File: config.mk
export PLATFORM = sky130hd
export DESIGN_NAME = alu_sequencer_flat
export DESIGN_NICKNAME = d
export VERILOG_FILES = /design/src/rtl/alu_defs.sv /design/src/rtl/alu_sequencer_if.sv /design/src/rtl/alu_ccr_reg.sv /design/src/rtl/alu_sequencer.sv /design/src/flat_wrapper.sv
export SDC_FILE = /design/constraint.sdc
export NUM_CORES = 1
export LEC_CHECK = 0
export BUFFER_PORTS_ARGS = -buffer_cell sky130_fd_sc_hd__buf_2
export CAP_MARGIN = 20
export CORE_MARGIN = 2
export CORE_UTILIZATION = 40
export CTS_CLUSTER_DIAMETER = 80
export DETAILED_ROUTE_END_ITERATION = 12
export PLACE_DENSITY = 0.71
export SKIP_LAST_GASP = 1
export SLEW_MARGIN = 20
export SYNTH_ARGS = -nofsm -noshare
export SYNTH_HDL_FRONTEND = slang
export SYNTH_HIERARCHICAL = 1
export SYNTH_SLANG_ARGS = --single-unit
File: constraint.sdc
create_clock -name clk -period 2.15 [get_ports clk]
set_input_delay 0.3225 -clock clk [delete_from_list [all_inputs] [get_ports clk]]
set_output_delay 0.3225 -clock clk [all_outputs]
set_load 0.1 [all_outputs]
File: src/rtl/alu_defs.sv
// Shared ALU definitions: opcodes, sequencer states, CCR bit positions and
// small opcode classification helpers used by the sequencer and the ALU.
package alu_defs;

    typedef enum logic [3:0] {
        OP_INC  = 4'd0,
        OP_DEC  = 4'd1,
        OP_ADD  = 4'd2,
        OP_SUB  = 4'd3,
        OP_NOT  = 4'd4,
        OP_AND  = 4'd5,
        OP_OR   = 4'd6,
        OP_SHL  = 4'd7,
        OP_SHR  = 4'd8,
        OP_MOV  = 4'd9,
        OP_SETC = 4'd10,
        OP_CLC  = 4'd11
    } alu_op_e;

    typedef enum logic [1:0] {
        ST_IDLE  = 2'd0,
        ST_EXEC  = 2'd1,
        ST_SHIFT = 2'd2,
        ST_HOLD  = 2'd3
    } seq_state_e;

    localparam int unsigned CCR_W = 3;
    localparam int unsigned CCR_C = 2;
    localparam int unsigned CCR_N = 1;
    localparam int unsigned CCR_Z = 0;

    function automatic logic is_shift(input logic [3:0] op);
        return (op == OP_SHL) || (op == OP_SHR);
    endfunction

    function automatic logic op_defined(input logic [3:0] op);
        return op <= OP_CLC;
    endfunction

    // SETC/CLC only touch flags; undefined opcodes produce nothing useful.
    function automatic logic op_writes_back(input logic [3:0] op);
        return op <= OP_MOV;
    endfunction

endpackage

File: src/rtl/alu_sequencer_if.sv
// Issue/result handshake bundle between an instruction source and the sequencer.
interface alu_sequencer_if #(
    parameter int DATA_W = 16,
    parameter int CNT_W  = 4
);
    logic              in_valid;
    logic              in_ready;
    logic [3:0]        in_op;
    logic [DATA_W-1:0] in_a;
    logic [DATA_W-1:0] in_b;
    logic [CNT_W-1:0]  in_shamt;
    logic              out_valid;
    logic              out_ready;
    logic [DATA_W-1:0] out_result;
    logic              out_wb;

    modport master (
        output in_valid, in_op, in_a, in_b, in_shamt, out_ready,
        input  in_ready, out_valid, out_result, out_wb
    );

    modport slave (
        input  in_valid, in_op, in_a, in_b, in_shamt, out_ready,
        output in_ready, out_valid, out_result, out_wb
    );
endinterface

File: src/rtl/alu_ccr_reg.sv
// Condition-code register {C,N,Z} with per-opcode update masking.
module alu_ccr_reg
    import alu_defs::*;
(
    input  logic             clk,
    input  logic             rst,
    input  logic             upd,
    input  logic [3:0]       op,
    input  logic             c_hold,
    input  logic             alu_c,
    input  logic             alu_n,
    input  logic             alu_z,
    input  logic             res_msb,
    output logic [CCR_W-1:0] ccr
);
    logic [CCR_W-1:0] ccr_q;
    logic [CCR_W-1:0] ccr_n;

    // Select which flags the committing opcode is allowed to change.
    always_comb begin
        ccr_n = ccr_q;
        if (upd) begin
            case (op)
                OP_INC, OP_ADD: begin
                    ccr_n[CCR_C] = alu_c;
                    ccr_n[CCR_N] = res_msb;
                    ccr_n[CCR_Z] = alu_z;
                end
                OP_DEC, OP_SUB: begin
                    ccr_n[CCR_C] = alu_n;
                    ccr_n[CCR_N] = res_msb;
                    ccr_n[CCR_Z] = alu_z;
                end
                OP_NOT, OP_AND, OP_OR: begin
                    ccr_n[CCR_N] = res_msb;
                    ccr_n[CCR_Z] = alu_z;
                end
                OP_SHL, OP_SHR: begin
                    // A zero-length shift shifts nothing out, so C is kept.
                    if (!c_hold) ccr_n[CCR_C] = alu_c;
                    ccr_n[CCR_N] = res_msb;
                    ccr_n[CCR_Z] = alu_z;
                end
                OP_SETC: ccr_n[CCR_C] = 1'b1;
                OP_CLC:  ccr_n[CCR_C] = 1'b0;
                default: ccr_n = ccr_q;
            endcase
        end
    end

    // Flag storage.
    always_ff @(posedge clk) begin
        if (rst) ccr_q <= '0;
        else     ccr_q <= ccr_n;
    end

    assign ccr = ccr_q;
endmodule

File: src/rtl/alu_sequencer.sv
// Issues one operation at a time to an external ALU; multi-bit shifts are
// sequenced as repeated single-bit steps through the same ALU.
module alu_sequencer
    import alu_defs::*;
#(
    parameter int DATA_W = 16,
    parameter int CNT_W  = 4
) (
    input  logic              clk,
    input  logic              rst,
    alu_sequencer_if.slave    bus,
    input  logic              flush,
    output logic              alu_en,
    output logic [3:0]        alu_func,
    output logic [DATA_W-1:0] alu_a,
    output logic [DATA_W-1:0] alu_b,
    output logic [CNT_W-1:0]  alu_shamt,
    input  logic [DATA_W-1:0] alu_out,
    input  logic              alu_c,
    input  logic              alu_n,
    input  logic              alu_z,
    output logic [CCR_W-1:0]  ccr
);
    seq_state_e        state, state_n;
    logic [3:0]        op_q;
    logic [DATA_W-1:0] a_q, b_q, work_q, result_q;
    logic [CNT_W-1:0]  shamt_q, cnt_q;
    logic              wb_q;
    logic              capture, accept, commit, c_hold;

    assign accept  = (state == ST_IDLE) && !flush && bus.in_valid;
    assign commit  = capture && !flush;
    assign c_hold  = (state == ST_EXEC) && is_shift(op_q);

    assign bus.in_ready   = (state == ST_IDLE) && !flush;
    assign bus.out_valid  = (state == ST_HOLD);
    assign bus.out_result = result_q;
    assign bus.out_wb     = wb_q;

    // State register.
    always_ff @(posedge clk) begin
        if (rst) state <= ST_IDLE;
        else     state <= state_n;
    end

    // Next-state decode and ALU command drive.
    always_comb begin
        state_n   = state;
        alu_en    = 1'b0;
        alu_func  = '0;
        alu_a     = '0;
        alu_b     = '0;
        alu_shamt = '0;
        capture   = 1'b0;
        case (state)
            ST_IDLE: begin
                if (accept)
                    state_n = (is_shift(bus.in_op) && bus.in_shamt != '0) ? ST_SHIFT : ST_EXEC;
            end
            ST_EXEC: begin
                alu_en    = op_defined(op_q);
                alu_func  = op_q;
                alu_a     = a_q;
                alu_b     = b_q;
                alu_shamt = shamt_q;
                capture   = 1'b1;
                state_n   = flush ? ST_IDLE : ST_HOLD;
            end
            ST_SHIFT: begin
                alu_en    = 1'b1;
                alu_func  = op_q;
                alu_a     = work_q;
                alu_b     = b_q;
                alu_shamt = CNT_W'(1);
                if (flush) begin
                    state_n = ST_IDLE;
                end else if (cnt_q == CNT_W'(1)) begin
                    capture = 1'b1;
                    state_n = ST_HOLD;
                end
            end
            ST_HOLD: begin
                if (flush || bus.out_ready) state_n = ST_IDLE;
            end
            default: state_n = ST_IDLE;
        endcase
    end

    // Operand latch, shift working register/step counter and result capture.
    always_ff @(posedge clk) begin
        if (rst) begin
            op_q     <= '0;
            a_q      <= '0;
            b_q      <= '0;
            shamt_q  <= '0;
            work_q   <= '0;
            cnt_q    <= '0;
            result_q <= '0;
            wb_q     <= 1'b0;
        end else begin
            if (accept) begin
                op_q    <= bus.in_op;
                a_q     <= bus.in_a;
                b_q     <= bus.in_b;
                shamt_q <= bus.in_shamt;
                work_q  <= bus.in_a;
                cnt_q   <= bus.in_shamt;
            end
            if (state == ST_SHIFT && !flush) begin
                work_q <= alu_out;
                cnt_q  <= cnt_q - CNT_W'(1);
            end
            if (commit) begin
                result_q <= alu_out;
                wb_q     <= op_writes_back(op_q);
            end
        end
    end

    alu_ccr_reg u_ccr (
        .clk     (clk),
        .rst     (rst),
        .upd     (commit),
        .op      (op_q),
        .c_hold  (c_hold),
        .alu_c   (alu_c),
        .alu_n   (alu_n),
        .alu_z   (alu_z),
        .res_msb (alu_out[DATA_W-1]),
        .ccr     (ccr)
    );
endmodule

File: src/flat_wrapper.sv
// flat-port wrapper written by rule: the top's interface ports become plain ports
module alu_sequencer_flat import alu_defs::*;
#(
    parameter int DATA_W = 16,
    parameter int CNT_W  = 4
)
  (clk, rst, flush, alu_en, alu_func, alu_a, alu_b, alu_shamt, alu_out, alu_c, alu_n, alu_z, ccr, bus_in_valid, bus_in_op, bus_in_a, bus_in_b, bus_in_shamt, bus_out_ready, bus_in_ready, bus_out_valid, bus_out_result, bus_out_wb);
  alu_sequencer_if #(.DATA_W(DATA_W), .CNT_W(CNT_W)) bus_i ();
  input  logic clk;
  input  logic rst;
  input  logic flush;
  output logic alu_en;
  output logic [3:0] alu_func;
  output logic [DATA_W-1:0] alu_a;
  output logic [DATA_W-1:0] alu_b;
  output logic [CNT_W-1:0] alu_shamt;
  input  logic [DATA_W-1:0] alu_out;
  input  logic alu_c;
  input  logic alu_n;
  input  logic alu_z;
  output logic [CCR_W-1:0] ccr;
  input wire logic [$bits(bus_i.in_valid)-1:0] bus_in_valid;
  input wire logic [$bits(bus_i.in_op)-1:0] bus_in_op;
  input wire logic [$bits(bus_i.in_a)-1:0] bus_in_a;
  input wire logic [$bits(bus_i.in_b)-1:0] bus_in_b;
  input wire logic [$bits(bus_i.in_shamt)-1:0] bus_in_shamt;
  input wire logic [$bits(bus_i.out_ready)-1:0] bus_out_ready;
  output wire logic [$bits(bus_i.in_ready)-1:0] bus_in_ready;
  output wire logic [$bits(bus_i.out_valid)-1:0] bus_out_valid;
  output wire logic [$bits(bus_i.out_result)-1:0] bus_out_result;
  output wire logic [$bits(bus_i.out_wb)-1:0] bus_out_wb;
  assign bus_i.in_valid = bus_in_valid;
  assign bus_i.in_op = bus_in_op;
  assign bus_i.in_a = bus_in_a;
  assign bus_i.in_b = bus_in_b;
  assign bus_i.in_shamt = bus_in_shamt;
  assign bus_i.out_ready = bus_out_ready;
  assign bus_in_ready = bus_i.in_ready;
  assign bus_out_valid = bus_i.out_valid;
  assign bus_out_result = bus_i.out_result;
  assign bus_out_wb = bus_i.out_wb;
  alu_sequencer #(.DATA_W(DATA_W), .CNT_W(CNT_W)) u_core (.clk(clk), .rst(rst), .bus(bus_i), .flush(flush), .alu_en(alu_en), .alu_func(alu_func), .alu_a(alu_a), .alu_b(alu_b), .alu_shamt(alu_shamt), .alu_out(alu_out), .alu_c(alu_c), .alu_n(alu_n), .alu_z(alu_z), .ccr(ccr));
endmodule
# Yosys cells after proc, flatten, opt, wreduce, memory -nomap -nowiden
# Cells that the tools add are included.
[totals] register_bits=82 out_inout_bits=63
[classes] add_sub_neg=1 n_lt_le_gt_ge=2 n_eq_ne=20 mux=21 reduce_logical=23
[op_table] op="$mux 16" count=3
[op_table] op="$pmux 16 s2" count=1
[op_table] op="$eq 4x3->1 const B" count=5
[op_table] op="$eq 4x4->1 const B" count=4
[op_table] op="$mux 2" count=6
[op_table] op="$mux 4" count=3
[op_table] op="$reduce_or 9->1" count=1
[op_table] op="$eq 4x1->1 const B" count=2
[op_table] op="$eq 4x2->1 const B" count=2
[op_table] op="$le 4x4->1 const B" count=2
[op_table] op="$pmux 2 s4" count=1
[op_table] op="$pmux 4 s2" count=1
[op_table] op="$reduce_or 2->1" count=4
[op_table] op="$logic_and 1x1->1" count=6
[op_table] op="$reduce_and 3->1" count=2
[op_table] op="$pmux 1 s5" count=1
[op_table] op="$reduce_bool 5->1" count=1
[op_table] op="$eq 2x2->1 const B" count=2
[op_table] op="$logic_not 4->1" count=1
[op_table] op="$ne 2x1->1 const B" count=2
[op_table] op="$pmux 1 s2" count=2
[op_table] op="$reduce_bool 4->1" count=1
[op_table] op="$sub 4x1->4 const B" count=1
[op_table] op="$logic_or 1x1->1" count=3
[op_table] op="8 further kinds" count=10

# Longest topological paths before layout
[logic_depth] depth_word=6 depth_mapped=10 ltp_nobuf=8

# Hierarchy
# The synthesis kept the hierarchy.
[by_module_without_submodules] module="alu_sequencer" instances=1 cells_each=456 area_each_um2=3638.5 seq_area_each_um2=1581.5
[by_module_without_submodules] module="alu_ccr_reg" instances=1 cells_each=21 area_each_um2=192.7 seq_area_each_um2=60.1

# Least setup slack after synthesis
# OpenSTA, ideal clock, no wires.
[synth_timing] path_kind="register to output" from="register u_core.state[0]" to="output alu_a[11]" t_arrival_ns=2.467 required_ns=1.827 slack_ns=-0.639 stages_incl_launch_ff=7 n_path_buf=2 path_cell_list="dfxtp_1 > inv_1 > ha_1 > buf_6 > clkbuf_1 > a22oi_1 > nor2b_1"
[synth_via] elab_chain_cells=2
[synth_lines] item="start, declared" line_no="alu_sequencer.sv:24" text="seq_state_e state, state_n;"
[synth_lines] item="start signal, assigned" line_no="alu_sequencer.sv:43" text="else state <= state_n;"
[synth_lines] item="$eq 2x2->1 or $eq 2x1->1 (tied branches)" line_no="alu_sequencer.sv:55" text="case (state)"
[synth_lines] item="$pmux 16 s2 *" line_no="alu_sequencer.sv:55"
[synth_lines] item="end, declared" line_no="flat_wrapper.sv:14" text="output logic [DATA_W-1:0] alu_a;"
# Every way passes the cells marked *; elsewhere a longest branch is shown, timed or not.

# Final worst setup path
[layout_timing] from="register u_core.state[1]" to="output alu_shamt[1]"
[layout_via] elab_chain_cells=2
[layout_lines] item="$eq 2x2->1 or $eq 2x1->1 (tied branches)" line_no="alu_sequencer.sv:55"
[layout_lines] item="$pmux 4 s2 *" line_no="alu_sequencer.sv:55"
[layout_lines] item="end, declared" line_no="flat_wrapper.sv:16" text="output logic [CNT_W-1:0] alu_shamt;"
# Marks and branches as above.

==> run metrics <==
R2R cell count 6; Crit path max-delay family buffers and inverters; clk_lat worst skew 0.36 ns; cell count after synthesis around 480; H-Tree Depth 3; Sequential Area 1650 sq um; # DRC 0; placed inst area 5320 sq um; fin crit period 2.07 ns; clock sinks 82; Initial Util 41.3%; crit path launch type register; commonest cells in the netlist nand2_1, dfxtp_1, a21oi_1, nor2_1, o21ai_0; Leakage Power 2.19 nW; status completed; share of cells above drive strength 1 35.8%; unrepaired setup endpoints after global routing false; Filler Cell Count 805; Max-slew headroom 52.0%; register area share after synthesis a little over two fifths; Post-synth EDFFs 0; Netlist cell types 49; WP data arrival 1.74 ns; final layout net count 664; root buffer cell clkbuf_8; CTS Buf Count 9; die area 10400 sq um; Syn Area/Cell roughly 8 sq um; vias in the first global route 3746; area share of the largest cell type after synthesis 42.8%; Mapped Area around 3800 sq um; hold path cells 3; Worst Path Buf+Inv 3; Hold Crit Start bus_in_b[2]; crit end category output pin; Top-Level Pins between 100 and 150; Max Slew Vio Count 0; area of the multi-input gates 2190 sq um; most numerous cell in the Yosys netlist nand2_1; Longest Clk Path Bufs 2; yosys warns 6; setup repair bufs after CTS 0; worst r2r src u_core/state[1]; Die H a little over 100 um; Reg-to-Reg End u_core/b_q[8]; worst min path class input port to register; skew final 0.0107 ns; Fin. Hold Viols 0; ys flop type dfxtp_1; die width 102 um; max cap viols 0; GP Congestion slightly below 0.9; Slowest cell on crit path dfxtp_2; DR iter-0 viols 180; Hold-fix buffers, CTS 0; CP Max Fanout 16; Buffers on Ports roughly 130; core area 9280 sq um; flops & latches, synth 82; Endpoint, Worst Hold u_core/b_q[2]; Synth area leaders dfxtp_1, nand2_1, a21oi_1; flop2flop setup slack 0.30 ns; DR vias/cell 5.28; crit-path max cell delay about 0.37 ns; fmax 0.484 GHz; largest area contributor in the netlist dfxtp_1; Site Rows 35; Wirelength per Cell 15.5 um; # diodes 0; TritonCTS clock tree built; crit path cell chain inv_1, ha_4, buf_6, and3_1, buf_12; total wire length 11.3 mm; asr flop ratio synth 0%; first-pass detailed-route iteration total 4; Final setup viols 0; VDD IR max around 740 uV; pwr dens around 1200 nW/um^2; critical path class register to output pin; Overall Power 0.00680 W; Reg clk slew, reported paths around 0.090 ns; syn nets approximately 550; vias 3835; Final ANT Viol Nets 0; first-pass GRT wire length 18.0 mm; P&R area growth vs syn 48.5%; initial antenna violation count 0; Global Route Usage Sum 22.0%; crit share post-route a little over nine tenths; pin count of the biggest net entering global routing between 40 and 50; grt total ovfl 0; Required @ worst endpoint 1.83 ns; worst slew pin tran 0.711 ns; finished layout cell area 5690 sq um; dpl hpwl 7.79 mm
-- cell type report --
type / count / share of cell area (%)
clock buffers: 9 / 2.18
well taps: 129 / 2.84
flip-flops and latches: 82 / 28.9
repair buffers: 145 / 25.2
clock inverters: 7 / 1.87
inverters: 7 / 0.462
multi-input cells: 348 / 38.5
-- report_power, final --
part / switching, W / leakage (nW) / internal [W] / total [W]
logic: 0.00229 / 1.41 / 0.00129 / 0.00358
clock network: 0.000615 / 0.117 / 0.000677 / 0.00129
registers: 0.000165 / 0.669 / 0.00176 / 0.00193
total: 0.00307 / 2.19 / 0.00373 / 0.00680
-- flip-flops by register name, indices dropped and copies added (netlist names) --
| register | cells |
|---|---|
| u_core/a_q | 16 |
| u_core/b_q | 16 |
| u_core/bus.out_result | 16 |
| u_core/work_q | 16 |
| u_core/cnt_q | 4 |
| u_core/op_q | 4 |
| u_core/shamt_q | 4 |
| u_core/u_ccr/ccr | 3 |
| u_core/state | 2 |
| u_core/bus.out_wb | 1 |
-- tightest hold or removal path, cell delays in order --
cell	delay, ns
buf_2	0.10
nand2_1	0.05
a21oi_1	0.05
-- layer usage --
| metal | part of all wire, % | global-route usage, % | routed length [um] |
|---|---|---|---|
| met1 | 40 | 26.8 | 4540 |
| met2 | 50 | 37.1 | 5630 |
| met3 | 8.1 | 6.50 | 918 |
| met4 | 1.6 | 7.59 | 183 |
| met5 | 0 | 0 | 0 |
-- worst max-delay path by stage --
stage                                from                   to  slack, ns  depth (start not counted)
after floorplan           u_core/state[0]               alu_en      -0.11                          4
after global placement    u_core/state[0]        u_core/b_q[8]       0.35                          6
final                     u_core/state[1]         alu_shamt[1]       0.08                          5
after CTS                 u_core/state[0]            alu_a[11]      -0.06                          6
after global routing      u_core/state[1]               alu_en       0.01                          6
after detailed placement  u_core/state[1]  u_core/u_ccr/ccr[2]       0.28                          8
-- cells in the final DEF (no fill, tap or decap), drive strengths merged, types with 2 or more instances in the layout --
cell / count
buf: 145
nand2: 98
dfxtp: 82
a21oi: 64
nor2: 26
o21ai: 22
and2: 20
nor2b: 20
a311oi: 17
a22oi: 16
nand3: 16
inv: 11
clkbuf: 9
ha: 7
nor3: 5
a31oi: 4
nand2b: 3
and3: 3
and2b: 3
bufinv: 2
o221a: 2
a21o: 2
mux2i: 2
nor3b: 2
-- per-stage QoR --
stage	hold WS (ns)	setup TNS (ns)	util, %	instances	worst slack, ns
after floorplan	0.390	-0.332	-	477	-0.109
after global placement	0.437	0	57.3	711	0.346
after detailed placement	0.442	0	57.3	711	0.282
after CTS	0.184	-0.618	59.9	727	-0.0567
after global routing	0.189	0	61.3	727	0.0141
final	0.201	0	61.3	727	0.0839
-- timing repair --
item                       in CTS  in global routing
gates resized for setup         2                 29
pin swaps                       0                  2
setup endpoints to repair      20                 41
-- cells by family (layout without fill, tap and decap cells) --
kind of cell | after synthesis | in the layout | share of synthesized area [%]
simple gates | 205 | 205 | 25.9
flops | 82 | 82 | 42.8
mux | 2 | 2 | 0.523
compound gates | 134 | 134 | 22.1
fa+ha+maj | 7 | 7 | 2.29
buf+inv | 47 | 168 | 6.34
Power figures use the tool's default switching activity.
